--- config.mk ---
export PLATFORM = sky130hd
export DESIGN_NAME = pattern_scan_engine_flat
export DESIGN_NICKNAME = d
export VERILOG_FILES = /design/src/rtl/pattern_scan_engine_if.sv /design/src/rtl/pattern_scan_engine.sv /design/src/flat_wrapper.sv
export SDC_FILE = /design/constraint.sdc
export NUM_CORES = 1
export LEC_CHECK = 0
export ABC_CLOCK_PERIOD_IN_PS = 4100
export BUFFER_PORTS_ARGS = -buffer_cell sky130_fd_sc_hd__buf_4
export CORE_ASPECT_RATIO = 1.75
export CORE_MARGIN = 2
export CORE_UTILIZATION = 50
export DETAILED_ROUTE_END_ITERATION = 10
export PLACE_DENSITY = 0.86
export REMOVE_ABC_BUFFERS = 1
export SYNTH_ARGS = -nofsm -noshare
export SYNTH_HDL_FRONTEND = slang
export SYNTH_SLANG_ARGS = --single-unit
--- constraint.sdc ---
create_clock -name clk -period 4.1 [get_ports clk]
set_input_delay 1.025 -clock clk [delete_from_list [all_inputs] [get_ports clk]]
set_output_delay 1.025 -clock clk [all_outputs]
set_load 0.005 [all_outputs]
--- src/rtl/pattern_scan_engine_if.sv ---
// -----------------------------------------------------------------------------
// pattern_scan_engine_if
//   Synchronous read port between the pattern scan engine and data memory.
//
//   Signals:
//     mem_rd     read strobe, driven by the engine
//     mem_addr   read address, driven by the engine
//     mem_rdata  read data, returned by memory one cycle after mem_rd
//
//   Modports:
//     master  engine side (drives mem_rd/mem_addr, receives mem_rdata)
//     slave   memory side
// -----------------------------------------------------------------------------
interface pattern_scan_engine_if #(
   parameter int DATA_W = 8,
   parameter int ADDR_W = 8
);
   logic              mem_rd;
   logic [ADDR_W-1:0] mem_addr;
   logic [DATA_W-1:0] mem_rdata;

   modport master (output mem_rd, output mem_addr, input  mem_rdata);
   modport slave  (input  mem_rd, input  mem_addr, output mem_rdata);
endinterface

--- src/rtl/pattern_scan_engine.sv ---
// -----------------------------------------------------------------------------
// pattern_scan_engine
//   Scans length_i consecutive memory words starting at base_addr_i (address
//   wraps modulo 2^ADDR_W) and counts PAT_W-bit pattern occurrences in each
//   DATA_W-bit word. mode 0 counts words with at least one match, mode 1 counts
//   every matching bit position. The count saturates at 2^CNT_W-1.
//
//   Ports:
//     clk, rst       clock, asynchronous active-high reset
//     start_i        one-cycle launch pulse, accepted only when not busy
//     base_addr_i    first word address        (sampled on start)
//     length_i       number of words, 0..2^ADDR_W (sampled on start)
//     pattern_i      pattern to match          (sampled on start)
//     mode_i         count mode                (sampled on start)
//     mem_if         memory read port (master modport)
//     count_o        match count, final while done_o=1
//     busy_o         scan in progress
//     done_o         level, high from completion until next accepted start
//
//   Optional feature (macro FIRST_MATCH_EN):
//     found_o        a word with a nonzero increment has been seen
//     first_addr_o   address of the first such word
// -----------------------------------------------------------------------------
module pattern_scan_engine #(
   parameter int DATA_W = 8,
   parameter int PAT_W  = 4,
   parameter int ADDR_W = 8,
   parameter int CNT_W  = 8
) (
   input  logic                  clk,
   input  logic                  rst,
   input  logic                  start_i,
   input  logic [ADDR_W-1:0]     base_addr_i,
   input  logic [ADDR_W:0]       length_i,
   input  logic [PAT_W-1:0]      pattern_i,
   input  logic                  mode_i,
   pattern_scan_engine_if.master mem_if,
   output logic [CNT_W-1:0]      count_o,
   output logic                  busy_o,
   output logic                  done_o
`ifdef FIRST_MATCH_EN
   ,
   output logic                  found_o,
   output logic [ADDR_W-1:0]     first_addr_o
`endif
);

   localparam int NPOS  = DATA_W - PAT_W + 1;     // window positions per word
   localparam int INC_W = $clog2(NPOS + 1);       // holds 0..NPOS
   localparam int SUM_W = ((CNT_W > INC_W) ? CNT_W : INC_W) + 1;
   localparam logic [CNT_W-1:0] CNT_MAX = '1;

   typedef enum logic [1:0] {S_IDLE, S_READ, S_DRAIN, S_FIN} state_e;

   state_e             state_q,   state_d;
   logic [ADDR_W-1:0]  addr_q,    addr_d;     // next address to issue
   logic [ADDR_W:0]    remain_q,  remain_d;   // addresses still to issue
   logic [PAT_W-1:0]   pattern_q, pattern_d;
   logic               mode_q,    mode_d;
   logic [CNT_W-1:0]   count_q,   count_d;
   logic               done_q,    done_d;
   logic               rd_pend_q, rd_pend_d;  // read issued last cycle
`ifdef FIRST_MATCH_EN
   logic [ADDR_W-1:0]  rd_addr_q, rd_addr_d;  // address of the pending read
   logic               found_q,   found_d;
   logic [ADDR_W-1:0]  first_q,   first_d;
`endif

   logic [NPOS-1:0]    match;
   logic [INC_W-1:0]   inc;
   logic [SUM_W-1:0]   sum;
   logic [CNT_W-1:0]   count_acc;

   // Per-position window compare on the returning word.
   always_comb begin
      match = '0;
      for (int k = 0; k < NPOS; k++) begin
         match[k] = (mem_if.mem_rdata[k +: PAT_W] == pattern_q);
      end
   end

   always_comb begin
      inc = '0;
      if (mode_q) begin
         for (int k = 0; k < NPOS; k++) begin
            inc = inc + INC_W'(match[k]);
         end
      end else begin
         inc = INC_W'(|match);
      end
   end

   // Widened add so the saturation test cannot itself overflow.
   assign sum       = SUM_W'(count_q) + SUM_W'(inc);
   assign count_acc = (sum > SUM_W'(CNT_MAX)) ? CNT_MAX : sum[CNT_W-1:0];

   always_comb begin
      // NOTE: every signal written here gets a default first; a path that left
      // one unassigned would make synthesis infer a latch to hold it.
      state_d   = state_q;
      addr_d    = addr_q;
      remain_d  = remain_q;
      pattern_d = pattern_q;
      mode_d    = mode_q;
      count_d   = count_q;
      done_d    = done_q;
      rd_pend_d = 1'b0;
`ifdef FIRST_MATCH_EN
      rd_addr_d = rd_addr_q;
      found_d   = found_q;
      first_d   = first_q;
`endif

      // Word returned for the read issued last cycle; rdata is ignored otherwise.
      if (rd_pend_q) begin
         count_d = count_acc;
`ifdef FIRST_MATCH_EN
         if (!found_q && (inc != '0)) begin
            found_d = 1'b1;
            first_d = rd_addr_q;
         end
`endif
      end

      unique case (state_q)
         // FIN is not busy, so a start there is accepted just as in IDLE.
         S_IDLE, S_FIN: begin
            if (state_q == S_FIN) state_d = S_IDLE;
            if (start_i) begin
               addr_d    = base_addr_i;
               remain_d  = length_i;
               pattern_d = pattern_i;
               mode_d    = mode_i;
               count_d   = '0;
`ifdef FIRST_MATCH_EN
               found_d   = 1'b0;
               first_d   = '0;
`endif
               if (length_i == '0) begin
                  state_d = S_FIN;
                  done_d  = 1'b1;
               end else begin
                  state_d = S_READ;
                  done_d  = 1'b0;
               end
            end
         end
         S_READ: begin
            rd_pend_d = 1'b1;
`ifdef FIRST_MATCH_EN
            rd_addr_d = addr_q;
`endif
            addr_d    = addr_q + 1'b1;              // wraps modulo 2^ADDR_W
            remain_d  = remain_q - 1'b1;
            if (remain_q == (ADDR_W+1)'(1)) state_d = S_DRAIN;
         end
         S_DRAIN: begin
            state_d = S_FIN;
            done_d  = 1'b1;
         end
         default: state_d = S_IDLE;
      endcase
   end

   always_ff @(posedge clk or posedge rst) begin
      if (rst) begin
         state_q   <= S_IDLE;
         addr_q    <= '0;
         remain_q  <= '0;
         pattern_q <= '0;
         mode_q    <= 1'b0;
         count_q   <= '0;
         done_q    <= 1'b0;
         rd_pend_q <= 1'b0;
`ifdef FIRST_MATCH_EN
         rd_addr_q <= '0;
         found_q   <= 1'b0;
         first_q   <= '0;
`endif
      end else begin
         // NOTE: non-blocking assignments so every register updates from the
         // values present before the edge, independent of statement order.
         state_q   <= state_d;
         addr_q    <= addr_d;
         remain_q  <= remain_d;
         pattern_q <= pattern_d;
         mode_q    <= mode_d;
         count_q   <= count_d;
         done_q    <= done_d;
         rd_pend_q <= rd_pend_d;
`ifdef FIRST_MATCH_EN
         rd_addr_q <= rd_addr_d;
         found_q   <= found_d;
         first_q   <= first_d;
`endif
      end
   end

   assign mem_if.mem_rd   = (state_q == S_READ);
   assign mem_if.mem_addr = addr_q;
   assign count_o         = count_q;
   assign busy_o          = (state_q == S_READ) || (state_q == S_DRAIN);
   assign done_o          = done_q;
`ifdef FIRST_MATCH_EN
   assign found_o         = found_q;
   assign first_addr_o    = first_q;
`endif

endmodule

--- src/flat_wrapper.sv ---
// flat-port wrapper written by rule: the top's interface ports become plain ports
module pattern_scan_engine_flat 
#(
   parameter int DATA_W = 8,
   parameter int PAT_W  = 4,
   parameter int ADDR_W = 8,
   parameter int CNT_W  = 8
)
  (clk, rst, start_i, base_addr_i, length_i, pattern_i, mode_i, count_o, busy_o, done_o, mem_if_mem_rd, mem_if_mem_addr, mem_if_mem_rdata);
  pattern_scan_engine_if #(.DATA_W(DATA_W), .ADDR_W(ADDR_W)) mem_if_i ();
  input  logic clk;
  input  logic rst;
  input  logic start_i;
  input  logic [ADDR_W-1:0] base_addr_i;
  input  logic [ADDR_W:0] length_i;
  input  logic [PAT_W-1:0] pattern_i;
  input  logic mode_i;
  output logic [CNT_W-1:0] count_o;
  output logic busy_o;
  output logic done_o;
  output wire logic [$bits(mem_if_i.mem_rd)-1:0] mem_if_mem_rd;
  output wire logic [$bits(mem_if_i.mem_addr)-1:0] mem_if_mem_addr;
  input wire logic [$bits(mem_if_i.mem_rdata)-1:0] mem_if_mem_rdata;
  assign mem_if_mem_rd = mem_if_i.mem_rd;
  assign mem_if_mem_addr = mem_if_i.mem_addr;
  assign mem_if_i.mem_rdata = mem_if_mem_rdata;
  pattern_scan_engine #(.DATA_W(DATA_W), .PAT_W(PAT_W), .ADDR_W(ADDR_W), .CNT_W(CNT_W)) u_core (.clk(clk), .rst(rst), .start_i(start_i), .base_addr_i(base_addr_i), .length_i(length_i), .pattern_i(pattern_i), .mode_i(mode_i), .mem_if(mem_if_i), .count_o(count_o), .busy_o(busy_o), .done_o(done_o));
endmodule
After elaboration in Yosys (flattened, before gate mapping)
Index checks and enable logic that the tools add are counted.

storage, ports and cells
  register bits = 34
  bits of input ports = 33
  output and inout port bits = 19
  logic and storage cells = 57

operators by class
  $add $sub $neg = 7
  magnitude comparators = 1
  equal/unequal tests = 12
  multiplexer cells = 18
  reduce and logical (&&, ||, !) cells = 11

operators with widths
  cell                   count
  $mux W8                5
  $eq A4 B4 Y1           5
  $pmux W9 S2            1
  $pmux W8 S2            1
  $add A3 B1 Y3          3
  $add A8 B3 Y9          1
  $eq A9 B1 Y1 const B   1
  $gt A9 B8 Y1 const B   1
  $logic_not A9 Y1       1
  $mux W9                1
  $sub A9 B1 Y9 const B  1
  $add A8 B1 Y8 const B  1
  $mux W2                4
  $reduce_and A2 Y1      4
  $pmux W2 S3            1
  $reduce_or A5 Y1       1
  $eq A2 B2 Y1 const B   2
  $reduce_bool A2 Y1     2
  $mux W1                3
  $mux W3                1
  $ne A3 B2 Y1 const B   1
  $add A1 B1 Y2          1
  $eq A2 B1 Y1 const B   1
  $logic_not A2 Y1       1
  other kinds (5)        5

Depth between registers and ports, before layout
  depth after elaboration = 12
  depth in mapped cells = 16

Worst setup path after synthesis
Ideal clock, no wire load.

  path kind = input-to-reg
  from = in mem_if_mem_rdata[3]
  to = reg u_core.count_q[0], in the netlist u_core.count_o[0]
  arrival time = 4096 ps
  data required time = 3977 ps
  path slack = -119 ps
  stages = 14
  buffers on the path = 1
  path through = buf_2 xnor2_1 and4_1 ha_1 inv_1 fa_1 inv_1 ha_1 fa_1 and2_1 fa_1 a21oi_2 o31ai_1 o221a_2

on the way
  longest elaborated chain between the ends = 12

ends and longest elaborated chain
  element                     line                        text
  start: declaration          flat_wrapper.sv:23          input wire logic [$bits(mem_if_i.mem_rdata)-1:0] mem_if_mem_rdata;
  $eq A4 B4 Y1                pattern_scan_engine.sv:78   match[k] = (mem_if.mem_rdata[k +: PAT_W] == pattern_q);
  $add A1 B1 Y2               pattern_scan_engine.sv:86   inc = inc + INC_W'(match[k]);
  $add A3 B1 Y3 (3 in a row)  pattern_scan_engine.sv:86
  $mux W3 *                   pattern_scan_engine.sv:84   if (mode_q) begin
  $add A8 B3 Y9 *             pattern_scan_engine.sv:94   assign sum = SUM_W'(count_q) + SUM_W'(inc);
  $gt A9 B8 Y1                pattern_scan_engine.sv:95   assign count_acc = (sum > SUM_W'(CNT_MAX)) ? CNT_MAX : sum[CNT_W-1:0];
  $mux W8 *                   pattern_scan_engine.sv:95
  $mux W8 *                   pattern_scan_engine.sv:115  if (rd_pend_q) begin
  $mux W8                     pattern_scan_engine.sv:129  if (start_i) begin
  $mux W8 *                   pattern_scan_engine.sv:125  unique case (state_q)
  via u_core.count_d[0]       pattern_scan_engine.sv:60   logic [CNT_W-1:0] count_q, count_d;
  end signal: assignment      pattern_scan_engine.sv:188  count_q <= count_d;
  end: declaration            pattern_scan_engine.sv:60

The timed path passes the listed nets; every way through them passes the cells marked *.
A chain may end at the register's enable or synchronous reset.

Worst setup path after layout
  from = in mem_if_mem_rdata[2]
  to = reg u_core.count_q[3], in the netlist u_core.count_o[3]

The elaborated chain is that of the path after synthesis.

==> results.py <==
metrics = {
    "status": {
        "status": "finished, final reports clean",
    },
    "timing": {
        "relSlewSlack_pct": 38.4,
        "final-setup-viol-count": 0,
        "setup_tns_ns": 0,
        "final_hold_viol_count": 0,
        "timing.hold.ws_ns": 0.560,
        "period_minus_slack_ns": 4.08,
        "tightest_slew_ns": 0.918,
        "period_share_pct": 99.4,
        "fmax_ghz": 0.245,
        "setup_ws_ns": 0.0230,
        "maxSlewViolCount": 0,
        "final.setup_skew_ns": 0.00159,
    },
    "floorplanning": {
        "fp.coreArea_um2": 4670,
        "die_x_um": 56.5,
        "die_y_um": 95.8,
        "rows": 33,
        "ios": 52,
        "start_util_pct": 51.6,
        "dieArea_um2": 5410,
    },
    "logic_synthesis": {
        "synth_top_family_by_area": "simple AND/OR/NAND/NOR gates",
        "synth-edff-count": 0,
        "ys_seq_area_share_pct": 35.3,
        "synth_area_leaders": "dfrtp_1 (35%), xnor2_1 (6.5%), ha_1 (6.2%)",
        "syn_inst": 268,
        "synth_xor_area_share_pct": 8.36,
        "synth-seq-cells": 34,
        "yosys.area_share.adder_pct": 8.72,
        "synth.top_cell.area_share_pct": 35.3,
        "synth_compound_area_share_pct": 17.9,
        "synth_area_um2": 2410,
        "ys_top_cells_by_count": "dfrtp_1 (34), nand2_1 (24), a21oi_1 (21), nor2_1 (20), xnor2_1 (18)",
        "ys_types": 54,
        "avgSynthCellArea_um2": 8.99,
        "synth.most_common_cell": "dfrtp_1",
        "synthFlopType": "dfrtp_1",
        "yosys_warnings": 0,
        "synthArstFlopShare_pct": 100,
        "synth_area_leader_cell": "dfrtp_1",
        "synthMuxAreaShare_pct": 3.06,
        "synth_simple_gate_area_share_pct": 21.1,
    },
    "global_route": {
        "grt_start_max_net_pins": 37,
        "antenna_found_initial": 0,
        "grt_overflow": 0,
        "grt_pass1_vias": 2142,
        "grtUsageTotal_pct": 22.7,
        "grt_pass1_wl_um": 9670,
    },
    "power": {
        "ir_drop_v": 0.000511,
        "leakage_nw": 1.34,
        "powerDensity_nw_per_um2": 683,
    },
    "final_layout": {
        "fin_area_um2": 3020,
        "areaGrowthSynthToFinish_pct": 25.4,
        "drive_gt1_share_pct": 30.2,
        "antenna_cells": 0,
        "final_cells": 370,
        "fin_nets": 366,
    },
    "critical_path": {
        "cp-start-kind": "primary input",
        "cp_slowest_cell": "or4b_4",
        "rr_endpoint": "u_core.count_o[3]$_DFF_PP0_",
        "worstPathArrival_ns": 4.29,
        "critical_path_class": "primary input to flip-flop",
        "worstPathCellList": "buf_4, xnor2_1, and4_1, ha_4, inv_2, fa_1, inv_1, ha_2, fa_1, and2_4, fa_2, a21oi_4, or4b_4, a21oi_2",
        "setup.worst_path.start": "mem_if_mem_rdata[2]",
        "crit_path_frequent_cell": "fa_1",
        "critPathMaxStageDelay_ns": 0.55,
        "r2r_setup_slack_ns": 0.34,
        "crit_required_ns": 4.31,
        "r2r_cells": 13,
        "reg2reg_from": "u_core.pattern_q[0]$_DFFE_PP0P_",
        "end_kind": "flip-flop",
        "crit_fanout": 5,
    },
    "placed_design": {
        "dpl_cell_area_um2": 2830,
        "dp_hpwl_um": 4270,
        "dp.cells": 362,
        "gp_congestion": 0.846,
        "port_buffers": 51,
        "post-place-ws_ns": -0.368,
    },
    "cts": {
        "htreeDepth": 2,
        "clk_latency_ns": 0.28,
        "cts.sinks": 34,
        "cts_tree": "done",
        "path_clk_slew_ns": 0.06,
        "clockRootBuffer": "clkbuf_8",
        "cts.path.max_buffers": 2,
        "cts_buffers": 5,
    },
    "min_path": {
        "hold_depth": 1,
        "hold_class": "flip-flop to flip-flop",
        "hold_start": "u_core.mem_if.mem_addr[6]$_DFFE_PP0P_",
        "worstHoldEndpoint": "u_core.mem_if.mem_addr[6]$_DFFE_PP0P_",
    },
    "route": {
        "antenna_left": 0,
        "drcViolationCount": 0,
        "firstDrtPassIters": 4,
        "drt_iter0_markers": 65,
        "wl_per_cell_um": 15.9,
        "wl_um": 5880,
        "num_vias": 2143,
        "vias_per_cell": 5.79,
    },
    "job": {
        "maxCapViolations": 0,
    },
}
[worst max-delay path: cells and delay by family]
family,cells,cell delay [ns]
fa+ha+maj,5,1.74
xor+xnor,1,0.11
simple gates,3,0.95
buf+inv,3,0.22
compound gates,2,0.24
[state kept, by name (all words and copies together) (netlist names)]
register and count:
u_core.done_o 1, u_core.state_q 2, u_core.remain_q 9, u_core.rd_pend_q 1, u_core.mem_if.mem_addr 8, u_core.pattern_q 4, u_core.count_o 8, u_core.mode_q 1
[cells by family (layout without fill, tap and decap cells)]
family / after synthesis / in the layout
adder cells (fa/ha/maj): 15 / 15
AO/OA/AOI/OAI: 66 / 66
XOR/XNOR: 23 / 23
multiplexers: 7 / 7
flip-flops: 34 / 34
AND/OR/NAND/NOR: 93 / 93
buffers and inverters: 30 / 80
[report_power, final]
group | switching, mW | leakage, nW | internal, mW
clock | 0.113 | 0.0383 | 0.117
combinational | 0.593 | 0.891 | 0.545
sequential | 0.215 | 0.414 | 0.481
total | 0.921 | 1.34 | 1.14
[area by class of cell]
| cell class | instances | area, um2 |
|---|---|---|
| Fill cell | 396 | 1640 |
| Inverter | 14 | 52.6 |
| Sequential cell | 34 | 851 |
| Multi-Input combinational cell | 204 | 1540 |
| Clock buffer | 7 | 76.3 |
| Tap cell | 52 | 65.1 |
| Timing Repair Buffer | 59 | 443 |
[what timing repair did]
item,4_1_cts,5_1_grt
gates resized for setup,4,16
buffers inserted,0,1
pin swaps,1,14
hold buffers,0,0
setup endpoints to repair,7,8
[worst max-delay path by stage]
stage                                             end  cells after the start
after CTS                 u_core.count_o[5]$_DFF_PP0_                     14
after global placement    u_core.count_o[1]$_DFF_PP0_                     14
after floorplan           u_core.count_o[0]$_DFF_PP0_                     13
after detailed placement  u_core.count_o[2]$_DFF_PP0_                     14
final                     u_core.count_o[3]$_DFF_PP0_                     14
after global routing      u_core.count_o[3]$_DFF_PP0_                     14
[cell usage in the layout, fill, tap and decap left out, drive strengths merged, types with 3 or more instances in the layout]
cell,instances
a21oi,22
buf,59
o221a,3
dfrtp,34
nand2b,6
and2,3
nand4,6
nand3,5
fa,3
clkbuf,7
nor3,11
nand2,26
inv,14
o21ai,18
xnor2,18
nor4,4
nor2,20
o22ai,3
and3,3
ha,12
mux2i,7
xor2,5
[layer usage]
| layer | track usage, % | routed length, um | vias up |
|---|---|---|---|
| met5 | 0 | 0 | - |
| met1 | 23.8 | 2170 | 1035 |
| li1 | - | - | 1040 |
| met2 | 44.4 | 3390 | 57 |
| met4 | 8.33 | 136 | 0 |
| met3 | 3.49 | 187 | 11 |
[metrics by stage]
step / power, mW / util, %
final: 2.06 / 64.8
after global routing: 2.24 / 64.8
after CTS: 2.02 / 62.7
after detailed placement: 1.78 / 60.7
after global placement: 1.72 / 60.7
after floorplan: 1.40 / -
Power figures use the tool's default switching activity.
